===== src/rtl/uart.sv =====
// Fixed-rate 8N1 UART transceiver with independent transmitter and receiver.
// Define UART_RX_FRAME_CHECK_EN to drop received bytes whose stop bit samples low.
module uart #(
    parameter int unsigned CLKS_PER_BIT = 434
) (
    input  logic       clk,
    input  logic       reset,
    input  logic       tx_req,
    input  logic [7:0] tx_data,
    input  logic       rx,
    output logic       tx,
    output logic [7:0] rx_data,
    output logic       tx_ready,
    output logic       rx_ready
);

    localparam int unsigned CntW = $clog2(CLKS_PER_BIT);
    localparam logic [CntW-1:0] CntLast = CntW'(CLKS_PER_BIT - 1);
    localparam logic [CntW-1:0] CntHalf = CntW'(CLKS_PER_BIT / 2 - 1);
    localparam logic [CntW-1:0] CntOne  = CntW'(1);

    localparam logic [1:0] TxIdle  = 2'd0;
    localparam logic [1:0] TxStart = 2'd1;
    localparam logic [1:0] TxData  = 2'd2;
    localparam logic [1:0] TxStop  = 2'd3;

    localparam logic [2:0] RxIdle    = 3'd0;
    localparam logic [2:0] RxStart   = 3'd1;
    localparam logic [2:0] RxData    = 3'd2;
    localparam logic [2:0] RxStop    = 3'd3;
`ifdef UART_RX_FRAME_CHECK_EN
    localparam logic [2:0] RxStopErr = 3'd4;
`endif

    // ---------------- transmitter ----------------
    logic [1:0]      tx_state_q, tx_state_d;
    logic [CntW-1:0] tx_cnt_q, tx_cnt_d;
    logic [2:0]      tx_bit_q, tx_bit_d;
    logic [7:0]      tx_shift_q, tx_shift_d;
    logic            tx_q, tx_d;

    always_comb begin
        tx_state_d = tx_state_q;
        tx_cnt_d   = tx_cnt_q;
        tx_bit_d   = tx_bit_q;
        tx_shift_d = tx_shift_q;
        tx_d       = tx_q;
        tx_ready   = 1'b0;
        case (tx_state_q)
            TxIdle: begin
                tx_d = 1'b1;
                if (tx_req) begin
                    tx_state_d = TxStart;
                    tx_shift_d = tx_data;
                    tx_cnt_d   = '0;
                    tx_d       = 1'b0;
                end
            end
            TxStart: begin
                if (tx_cnt_q == CntLast) begin
                    tx_state_d = TxData;
                    tx_cnt_d   = '0;
                    tx_bit_d   = '0;
                    tx_d       = tx_shift_q[0];
                end else begin
                    tx_cnt_d = tx_cnt_q + CntOne;
                end
            end
            TxData: begin
                if (tx_cnt_q == CntLast) begin
                    tx_cnt_d = '0;
                    if (tx_bit_q == 3'd7) begin
                        tx_state_d = TxStop;
                        tx_d       = 1'b1;
                    end else begin
                        tx_bit_d   = tx_bit_q + 3'd1;
                        tx_shift_d = {1'b0, tx_shift_q[7:1]};
                        tx_d       = tx_shift_q[1];
                    end
                end else begin
                    tx_cnt_d = tx_cnt_q + CntOne;
                end
            end
            TxStop: begin
                if (tx_cnt_q == CntLast) begin
                    tx_ready   = 1'b1;
                    tx_state_d = TxIdle;
                    tx_cnt_d   = '0;
                end else begin
                    tx_cnt_d = tx_cnt_q + CntOne;
                end
            end
            default: tx_state_d = TxIdle;
        endcase
    end

    // tx is a preset flop so reset forces the line idle without waiting for a clock.
    always_ff @(posedge clk or posedge reset) begin
        if (reset) begin
            tx_state_q <= TxIdle;
            tx_cnt_q   <= '0;
            tx_bit_q   <= '0;
            tx_shift_q <= '0;
            tx_q       <= 1'b1;
        end else begin
            tx_state_q <= tx_state_d;
            tx_cnt_q   <= tx_cnt_d;
            tx_bit_q   <= tx_bit_d;
            tx_shift_q <= tx_shift_d;
            tx_q       <= tx_d;
        end
    end

    assign tx = tx_q;

    // ---------------- receiver ----------------
    logic [1:0]      rx_sync_q;
    logic            rx_s;
    logic [2:0]      rx_state_q, rx_state_d;
    logic [CntW-1:0] rx_cnt_q, rx_cnt_d;
    logic [2:0]      rx_bit_q, rx_bit_d;
    logic [7:0]      rx_shift_q, rx_shift_d;
    logic [7:0]      rx_data_q, rx_data_d;
    logic            rx_ready_q, rx_ready_d;

    always_ff @(posedge clk or posedge reset) begin
        if (reset) begin
            rx_sync_q <= 2'b11;
        end else begin
            rx_sync_q <= {rx_sync_q[0], rx};
        end
    end

    assign rx_s = rx_sync_q[1];

    always_comb begin
        rx_state_d = rx_state_q;
        rx_cnt_d   = rx_cnt_q;
        rx_bit_d   = rx_bit_q;
        rx_shift_d = rx_shift_q;
        rx_data_d  = rx_data_q;
        rx_ready_d = 1'b0;
        case (rx_state_q)
            RxIdle: begin
                if (!rx_s) begin
                    rx_state_d = RxStart;
                    rx_cnt_d   = '0;
                end
            end
            RxStart: begin
                if (rx_cnt_q == CntHalf) begin
                    rx_cnt_d   = '0;
                    rx_bit_d   = '0;
                    rx_state_d = rx_s ? RxIdle : RxData;
                end else begin
                    rx_cnt_d = rx_cnt_q + CntOne;
                end
            end
            RxData: begin
                if (rx_cnt_q == CntLast) begin
                    rx_cnt_d   = '0;
                    rx_shift_d = {rx_s, rx_shift_q[7:1]};
                    if (rx_bit_q == 3'd7) begin
                        rx_state_d = RxStop;
                    end else begin
                        rx_bit_d = rx_bit_q + 3'd1;
                    end
                end else begin
                    rx_cnt_d = rx_cnt_q + CntOne;
                end
            end
            RxStop: begin
                if (rx_cnt_q == CntLast) begin
                    rx_cnt_d   = '0;
                    rx_state_d = RxIdle;
`ifdef UART_RX_FRAME_CHECK_EN
                    if (rx_s) begin
                        rx_data_d  = rx_shift_q;
                        rx_ready_d = 1'b1;
                    end else begin
                        rx_state_d = RxStopErr;
                    end
`else
                    rx_data_d  = rx_shift_q;
                    rx_ready_d = 1'b1;
`endif
                end else begin
                    rx_cnt_d = rx_cnt_q + CntOne;
                end
            end
`ifdef UART_RX_FRAME_CHECK_EN
            RxStopErr: begin
                if (rx_s) begin
                    rx_state_d = RxIdle;
                end
            end
`endif
            default: rx_state_d = RxIdle;
        endcase
    end

    always_ff @(posedge clk or posedge reset) begin
        if (reset) begin
            rx_state_q <= RxIdle;
            rx_cnt_q   <= '0;
            rx_bit_q   <= '0;
            rx_shift_q <= '0;
            rx_data_q  <= '0;
            rx_ready_q <= 1'b0;
        end else begin
            rx_state_q <= rx_state_d;
            rx_cnt_q   <= rx_cnt_d;
            rx_bit_q   <= rx_bit_d;
            rx_shift_q <= rx_shift_d;
            rx_data_q  <= rx_data_d;
            rx_ready_q <= rx_ready_d;
        end
    end

    assign rx_data  = rx_data_q;
    assign rx_ready = rx_ready_q;

endmodule


===== config.mk =====
export PLATFORM = sky130hd
export DESIGN_NAME = uart
export DESIGN_NICKNAME = d
export VERILOG_FILES = /design/src/rtl/uart.sv
export SDC_FILE = /design/constraint.sdc
export NUM_CORES = 1
export LEC_CHECK = 0
export ABC_CLOCK_PERIOD_IN_PS = 4920
export BUFFER_PORTS_ARGS = -buffer_cell sky130_fd_sc_hd__buf_2
export CAP_MARGIN = 20
export CORE_UTILIZATION = 57
export CTS_BUF_LIST = sky130_fd_sc_hd__clkbuf_8 sky130_fd_sc_hd__clkbuf_16
export DETAILED_ROUTE_END_ITERATION = 7
export PLACE_DENSITY_LB_ADDON = 0.12
export SLEW_MARGIN = 20
export SYNTH_ARGS = -nofsm -noshare
export SYNTH_HDL_FRONTEND = slang
export SYNTH_SLANG_ARGS = --single-unit

===== constraint.sdc =====
create_clock -name clk -period 4.92 [get_ports clk]
set_input_delay 0.738 -clock clk [delete_from_list [all_inputs] [get_ports clk]]
set_output_delay 0.738 -clock clk [all_outputs]
set_load 0.1 [all_outputs]

==> impl_metrics.py, run 1 <==
metrics = {
    "clock_network": {
        "clk_path_buf_depth": 2,
        "cts_max_level": 2,
        "cts_tree": "done",
        "cts.repair.resized": 0,
        "hold_buffers": 0,
        "root_buffer": "clkbuf_8",
        "cts_buffers": 5,
        "clk_latency_ns": 0.31,
        "clock-sinks": 56,
        "cts.clk_slew.worst_paths_ns": 0.10,
        "cts_setup_buffers": 0,
    },
    "layout": {
        "drive_gt1_share_pct": 25.9,
        "area_growth_pct": 8.27,
        "fin_nets": 317,
        "nFillCells": 423,
        "multi_input_area_mm2": 0.00149,
        "antenna_cells": 0,
        "seq_area_mm2": 0.00141,
    },
    "placed_design": {
        "port_buffers": 22,
        "place.gp.congestion": 0.825,
        "hpwlAfterDp_um": 3490,
    },
    "drt": {
        "firstDrtPassIters": 4,
        "drc": 0,
        "viasPerCell": 5.47,
        "dr_total_vias": 1985,
        "wl_per_cell_um": 13.7,
        "drt_iter0_markers": 67,
        "wl_um": 4980,
        "postRouteAntennaNets": 0,
    },
    "sta": {
        "worst_slew_pin_slew_ns": 0.677,
        "rsz0062_at_grt": "false",
        "whs_ns": 0.362,
        "relSlewSlack_pct": 54.8,
        "fmax_mhz": 380,
        "fin_worst_skew_ns": 0.00571,
        "min_period_over_period_pct": 53.5,
        "setup_violations": 0,
        "hold_viol_final": 0,
        "slew_violations": 0,
        "fin_setup_tns_ns": 0,
        "post-route-min-period_ns": 2.63,
    },
    "power_and_ir_drop": {
        "internal_power_mw": 0.626,
        "p_per_area_mw_per_mm2": 244,
        "switching_share_pct": 20.8,
        "irDropWorstVdd_uv": 150,
        "combPwrFrac_pct": 3.0,
        "p_leak_nw": 1.48,
        "pwr-share-seq_pct": 59.2,
        "power_switching_mw": 0.164,
        "clkPwrFrac_pct": 37.9,
    },
    "synth": {
        "synthCells": 276,
        "syn_avg_cell_area_um2": 10.9,
        "ys_types": 51,
        "synthArstFlopShare_pct": 100,
        "ys_seq_area_share_pct": 46.9,
        "synth_compound_area_share_pct": 11.0,
        "synth_edf_count": 0,
        "synth_mux_area_share_pct": 14.1,
        "ys_top_cells_by_area": "dfrtp_1 44%, mux2_2 12%, ha_1 5.4%",
        "yosysMostFrequentCell": "dfrtp_1",
        "yosys_warnings": 0,
        "synthXorXnorAreaFrac_pct": 1.75,
        "syn_nets": 301,
        "synth_fa_ha_area_share_pct": 5.43,
        "synth_ff_type": "dfrtp_1",
        "synth_top_family_by_area": "simple AND/OR/NAND/NOR gates",
        "synthesis.area_mm2": 0.00300,
        "yosys.area_share.simple_pct": 17.2,
        "synthTopCellsByCount": "53 x dfrtp_1, 32 x mux2_2, 32 x nand2_1, 18 x o21ai_0, 13 x ha_1",
        "synth_top_area_cell": "dfrtp_1",
        "synth_top_area_share_pct": 44.3,
        "synth_seq_cells": 56,
    },
    "global_routing": {
        "grt_pass1_vias": 1781,
        "antenna_found_initial": 0,
        "grt_pass1_wl_um": 8080,
        "grtUsageTotal_pct": 19.1,
        "grt-ovfl-total": 0,
        "grt_max_degree": 57,
    },
    "min_path": {
        "hold_start": "rx_sync_q[0]",
        "whs_path_depth": 0,
        "hold_class": "flop to flop",
    },
    "die": {
        "fp.dieH_um": 74.5,
        "die-area_mm2": 0.00555,
        "start_util_pct": 59.0,
        "core_area_mm2": 0.00507,
        "num_rows": 26,
        "die_x_um": 74.5,
        "ios": 23,
    },
    "setup_path": {
        "critical_path_class": "flop to output pin",
        "r2r_cells": 5,
        "startpoint_type": "flop",
        "cp_max_fo": 8,
        "cp-startpoint": "tx_cnt_q[1]",
        "crit_chain": "inv_1 > ha_1 > and4b_1 > and3_1 > buf_2",
        "critPathCaptureType": "output pin",
        "required_ns": 4.18,
        "cp_slowest_cell": "dfrtp_1",
        "cp.arrival_ns": 1.90,
        "crit_path_max_incr_delay_ns": 0.42,
        "path_buf_inv": 2,
        "crit_family": "simple AND/OR/NAND/NOR gates",
        "crit_cells": 5,
        "r2r-start": "tx_state_q[0]",
    },
    "flow_run": {
        "cap_violations": 0,
    },
    "outcome": {
        "status": "finished clean",
    },
}
[path summary, 6_finish.rpt]
path,endpoint,slack (ns)
min reg2reg,rx_sync_q[1],0.36
max,tx_ready,2.29
min in group asynchronous,rx_data[0],0.61
max in group asynchronous,tx_cnt_q[5],3.87
min,rx_sync_q[1],0.36
max reg2reg,tx_shift_q[5],2.62
[metal layers]
layer	routed length [µm]	track usage (%)	vias up
met5	0	0	-
met4	117	8.39	0
met3	87	3.79	10
met2	2350	30.0	20
met1	2430	25.7	946
li1	-	-	1009
[cells in the final DEF (no fill, tap or decap), types with 2 or more instances in the layout]
master / count
nor2b_1: 6
nor2_1: 11
and2_1: 2
mux2_2: 32
nand2_1: 32
nor3_1: 8
dfstp_2: 3
buf_2: 22
o21ai_0: 18
nand4b_1: 2
nand3_1: 8
ha_1: 13
mux2_1: 2
a21oi_1: 5
a22o_1: 8
inv_1: 9
mux2i_1: 4
and3_1: 3
clkbuf_8: 5
nand2b_1: 4
nor4_1: 2
o21a_1: 2
dfrtp_1: 53
and4b_1: 2
nand3_2: 2
o22ai_1: 5
xnor2_1: 5
[stage by stage]
step / worst slack [ns] / utilization [%] / cells / area (µm²) / total power, mW
final: 2.29 / 63.9 / 363 / 3240 / 0.790
after global routing: 2.15 / 63.9 / 363 / 3240 / 0.824
after CTS: 2.27 / 63.8 / 363 / 3240 / 0.804
after detailed placement: 2.60 / 61.6 / 355 / 3130 / 0.501
after global placement: 2.66 / 61.6 / 355 / 3130 / 0.500
after floorplan: 2.49 / - / 276 / 3000 / 0.491
[sequential cells by signal (all words and copies together), names as in the netlist]
register,flops
tx_bit_q,3
rx_bit_q,3
rx_ready,1
tx_shift_q,8
tx,1
tx_cnt_q,9
rx_shift_q,8
rx_data,8
rx_cnt_q,9
rx_state_q,2
tx_state_q,2
rx_sync_q,2
[kinds of logic (layout without fill, tap and decap cells)]
logic type                 Yosys count  in the layout
muxes                               38             38
adders and majority gates           13             13
DFF                                 56             56
AOI/OAI and AO/OA                   48             48
buffers and inverters               23             40
xor gates and xnor gates             6              6
and+or+nand+nor                     92             92
[final cells by class]
type	instances	area share (%)
multi-input combinational	197	45.9
clock inverter	3	1.31
sequential	56	43.3
inverter	9	1.04
timing repair buffer	23	3.63
clock buffer	5	2.12
tap	70	2.70
[worst reg2reg max path, cell delays in order (launching register included)]
cell,delay [ns]
dfrtp_1,0.41
inv_1,0.11
ha_1,0.60
nor2_1,0.21
a211oi_4,0.46
mux2_2,0.39
[power groups by stage]
stage	Sequential, mW	Combinational, mW	Clock [mW]
after floorplan	0.479	0.0125	0
after global placement	0.476	0.0241	0
after detailed placement	0.476	0.0246	0
after CTS	0.467	0.0246	0.312
after global routing	0.468	0.0273	0.329
final	0.467	0.0236	0.299
Power figures use the tool's default switching activity.
==> run 2, diff against run 1 <==
- ABC_CLOCK_PERIOD_IN_PS: 4920 -> 2500
- clock period: 4.92 -> 2.5 ns (I/O delays scaled with it)
==> run 2 against run 1 <==
Effect of this change:
- global-route usage increased by 0.97 points
- utilization increased by 0.35 points
- worst setup slack got worse by 2.1 ns
- power increased by 88%
- die area unchanged
- clock power increased by 73%
- critical path type unchanged
==> impl_metrics.py, run 2 (synthesis gave the netlist of run 1 again) <==
metrics = {
    "sta": {
        "worst_slew_pin_slew_ns": 0.491,
        "fin_worst_skew_ns": 0.00743,
        "min_period_over_period_pct": 90.9,
        "fin_setup_tns_ns": 0,
        "post-route-min-period_ns": 2.27,
        "slew_violations": 0,
        "hold_viol_final": 0,
        "fmax_mhz": 440,
        "relSlewSlack_pct": 67.5,
        "setup_violations": 0,
        "rsz0062_at_grt": "false",
    },
    "clock_network": {
        "clock-sinks": 56,
        "cts.clk_slew.worst_paths_ns": 0.10,
        "cts_tree": "done",
        "cts.repair.resized": 0,
        "clk_path_buf_depth": 2,
        "root_buffer": "clkbuf_8",
        "cts_buffers": 5,
        "clk_latency_ns": 0.31,
        "cts_max_level": 2,
        "cts_setup_buffers": 0,
        "hold_buffers": 0,
    },
    "placed_design": {
        "place.gp.congestion": 0.800,
        "port_buffers": 22,
        "hpwlAfterDp_um": 3740,
    },
    "setup_path": {
        "crit_path_max_incr_delay_ns": 0.42,
        "crit_chain": "inv_1 > ha_1 > and4b_1 > and3_1 > buf_2",
        "critPathCaptureType": "output pin",
        "r2r_setup_slack_ns": 0.41,
        "cp_slowest_cell": "dfrtp_1",
        "startpoint_type": "flop",
        "cp_max_fo": 8,
        "critical_path_class": "flop to output pin",
        "cp.arrival_ns": 1.90,
        "required_ns": 2.12,
    },
    "global_routing": {
        "met3_usage_pct": 3.79,
        "grt-ovfl-total": 0,
        "grt_pass1_vias": 1857,
        "antenna_found_initial": 0,
        "grt_pass1_wl_um": 8440,
        "grt_max_degree": 23,
        "globalRoute.busiestLayer": "met2",
        "grtUsageTotal_pct": 20.1,
        "grt_use_met2_pct": 33.9,
        "use_met1_pct": 26.4,
    },
    "layout": {
        "area_growth_pct": 8.85,
        "drive_gt1_share_pct": 27.2,
        "fin_nets": 322,
        "reg_top3": "rx_cnt_q x9, tx_cnt_q x9",
        "multi_input_area_mm2": 0.00148,
        "seq_area_mm2": 0.00141,
        "layout_commonest_cell": "dfrtp_1",
        "antenna_cells": 0,
        "most-common-layout-cells": "53 x dfrtp_1, 32 x nand2_1, 32 x mux2_2, 22 x buf_2, 18 x o21ai_0",
        "nFillCells": 436,
    },
    "power_and_ir_drop": {
        "p_leak_nw": 1.49,
        "power_switching_mw": 0.345,
        "pwr-share-seq_pct": 61.9,
        "switching_share_pct": 23.2,
        "p_per_area_mw_per_mm2": 455,
        "irDropWorstVdd_uv": 313,
        "combPwrFrac_pct": 3.2,
        "clkPwrFrac_pct": 34.8,
        "internal_power_mw": 1.14,
        "power_mw": 1.48,
    },
    "drt": {
        "drt_iter0_markers": 69,
        "viasPerCell": 5.58,
        "drc": 0,
        "wl_per_cell_um": 13.9,
        "dr_total_vias": 2053,
        "firstDrtPassIters": 4,
        "postRouteAntennaNets": 0,
        "wl_um": 5120,
    },
    "min_path": {
        "hold_class": "primary input to async pin",
    },
    "die": {
        "num_rows": 26,
        "ios": 23,
        "core_area_mm2": 0.00507,
        "die-area_mm2": 0.00555,
        "fp.dieH_um": 74.5,
        "die_x_um": 74.5,
        "start_util_pct": 59.0,
    },
    "flow_run": {
        "cap_violations": 0,
    },
    "outcome": {
        "status": "finished clean",
    },
}
## run 2: cell types whose count changed in the layout (fill, tap and decap cells not counted), sizes merged
cell,delta
bufinv,-1
clkinvlp,+1
clkinv,+1
inv,-1
buf,+5
## run 2: per-stage QoR
| step | hold WS, ns | utilization, % | cells | setup slack, ns | cell area (µm²) |
|---|---|---|---|---|---|
| after global placement | 0.346 | 62.4 | 360 | 0.443 | 3170 |
| after floorplan | 0.345 | - | 276 | 0.433 | 3000 |
| after detailed placement | 0.348 | 62.4 | 360 | 0.422 | 3170 |
| final | 0.0280 | 64.3 | 368 | 0.227 | 3260 |
| after global routing | 0.0552 | 64.3 | 368 | 0.0926 | 3260 |
| after CTS | 0.0315 | 64.3 | 368 | 0.212 | 3260 |
## run 2: worst max-delay path, delay by kind of cell (launching register included)
| family | cells | cell delay [ns] |
|---|---|---|
| adder cells (fa/ha/maj) | 1 | 0.13 |
| flip-flops | 1 | 0.42 |
| AND/OR/NAND/NOR | 2 | 0.54 |
| buffers and inverters | 2 | 0.50 |
## run 2: cell type report
class                           instances  share of cell area, %
Sequential cell                        56                   43.1
Multi-Input combinational cell        197                   45.5
Inverter                                9                   1.04
Clock inverter                          3                  0.844
Tap cell                               70                   2.69
Timing Repair Buffer                   28                   4.76
Clock buffer                            5                   2.11
## run 2: power groups by stage
stage          clock network [mW]  logic, mW  registers (mW)
4_1_cts                     0.540     0.0496           0.920
5_1_grt                     0.576     0.0549           0.921
2_1_floorplan                   0     0.0246           0.942
6_report                    0.517     0.0476           0.920
3_3_place_gp                    0     0.0487           0.937
3_5_place_dp                    0     0.0496           0.937
## run 2: routing by layer
layer / part of all wire [%] / wire [µm]
met1: 46 / 2370
met2: 50 / 2540
met3: 2.8 / 145
met4: 1.1 / 58
met5: 0 / 0
## run 2: worst paths after layout
check,cells past startpoint,start,to
max in group asynchronous,3,reset,tx
setup / recovery,5,tx_cnt_q[1],tx_ready
hold reg to reg,0,rx_sync_q[0],rx_sync_q[1]
setup reg to reg,6,tx_bit_q[0],tx_shift_q[3]
hold / removal,2,reset,rx_data[3]
min in group clk,1,rx,rx_sync_q[0]
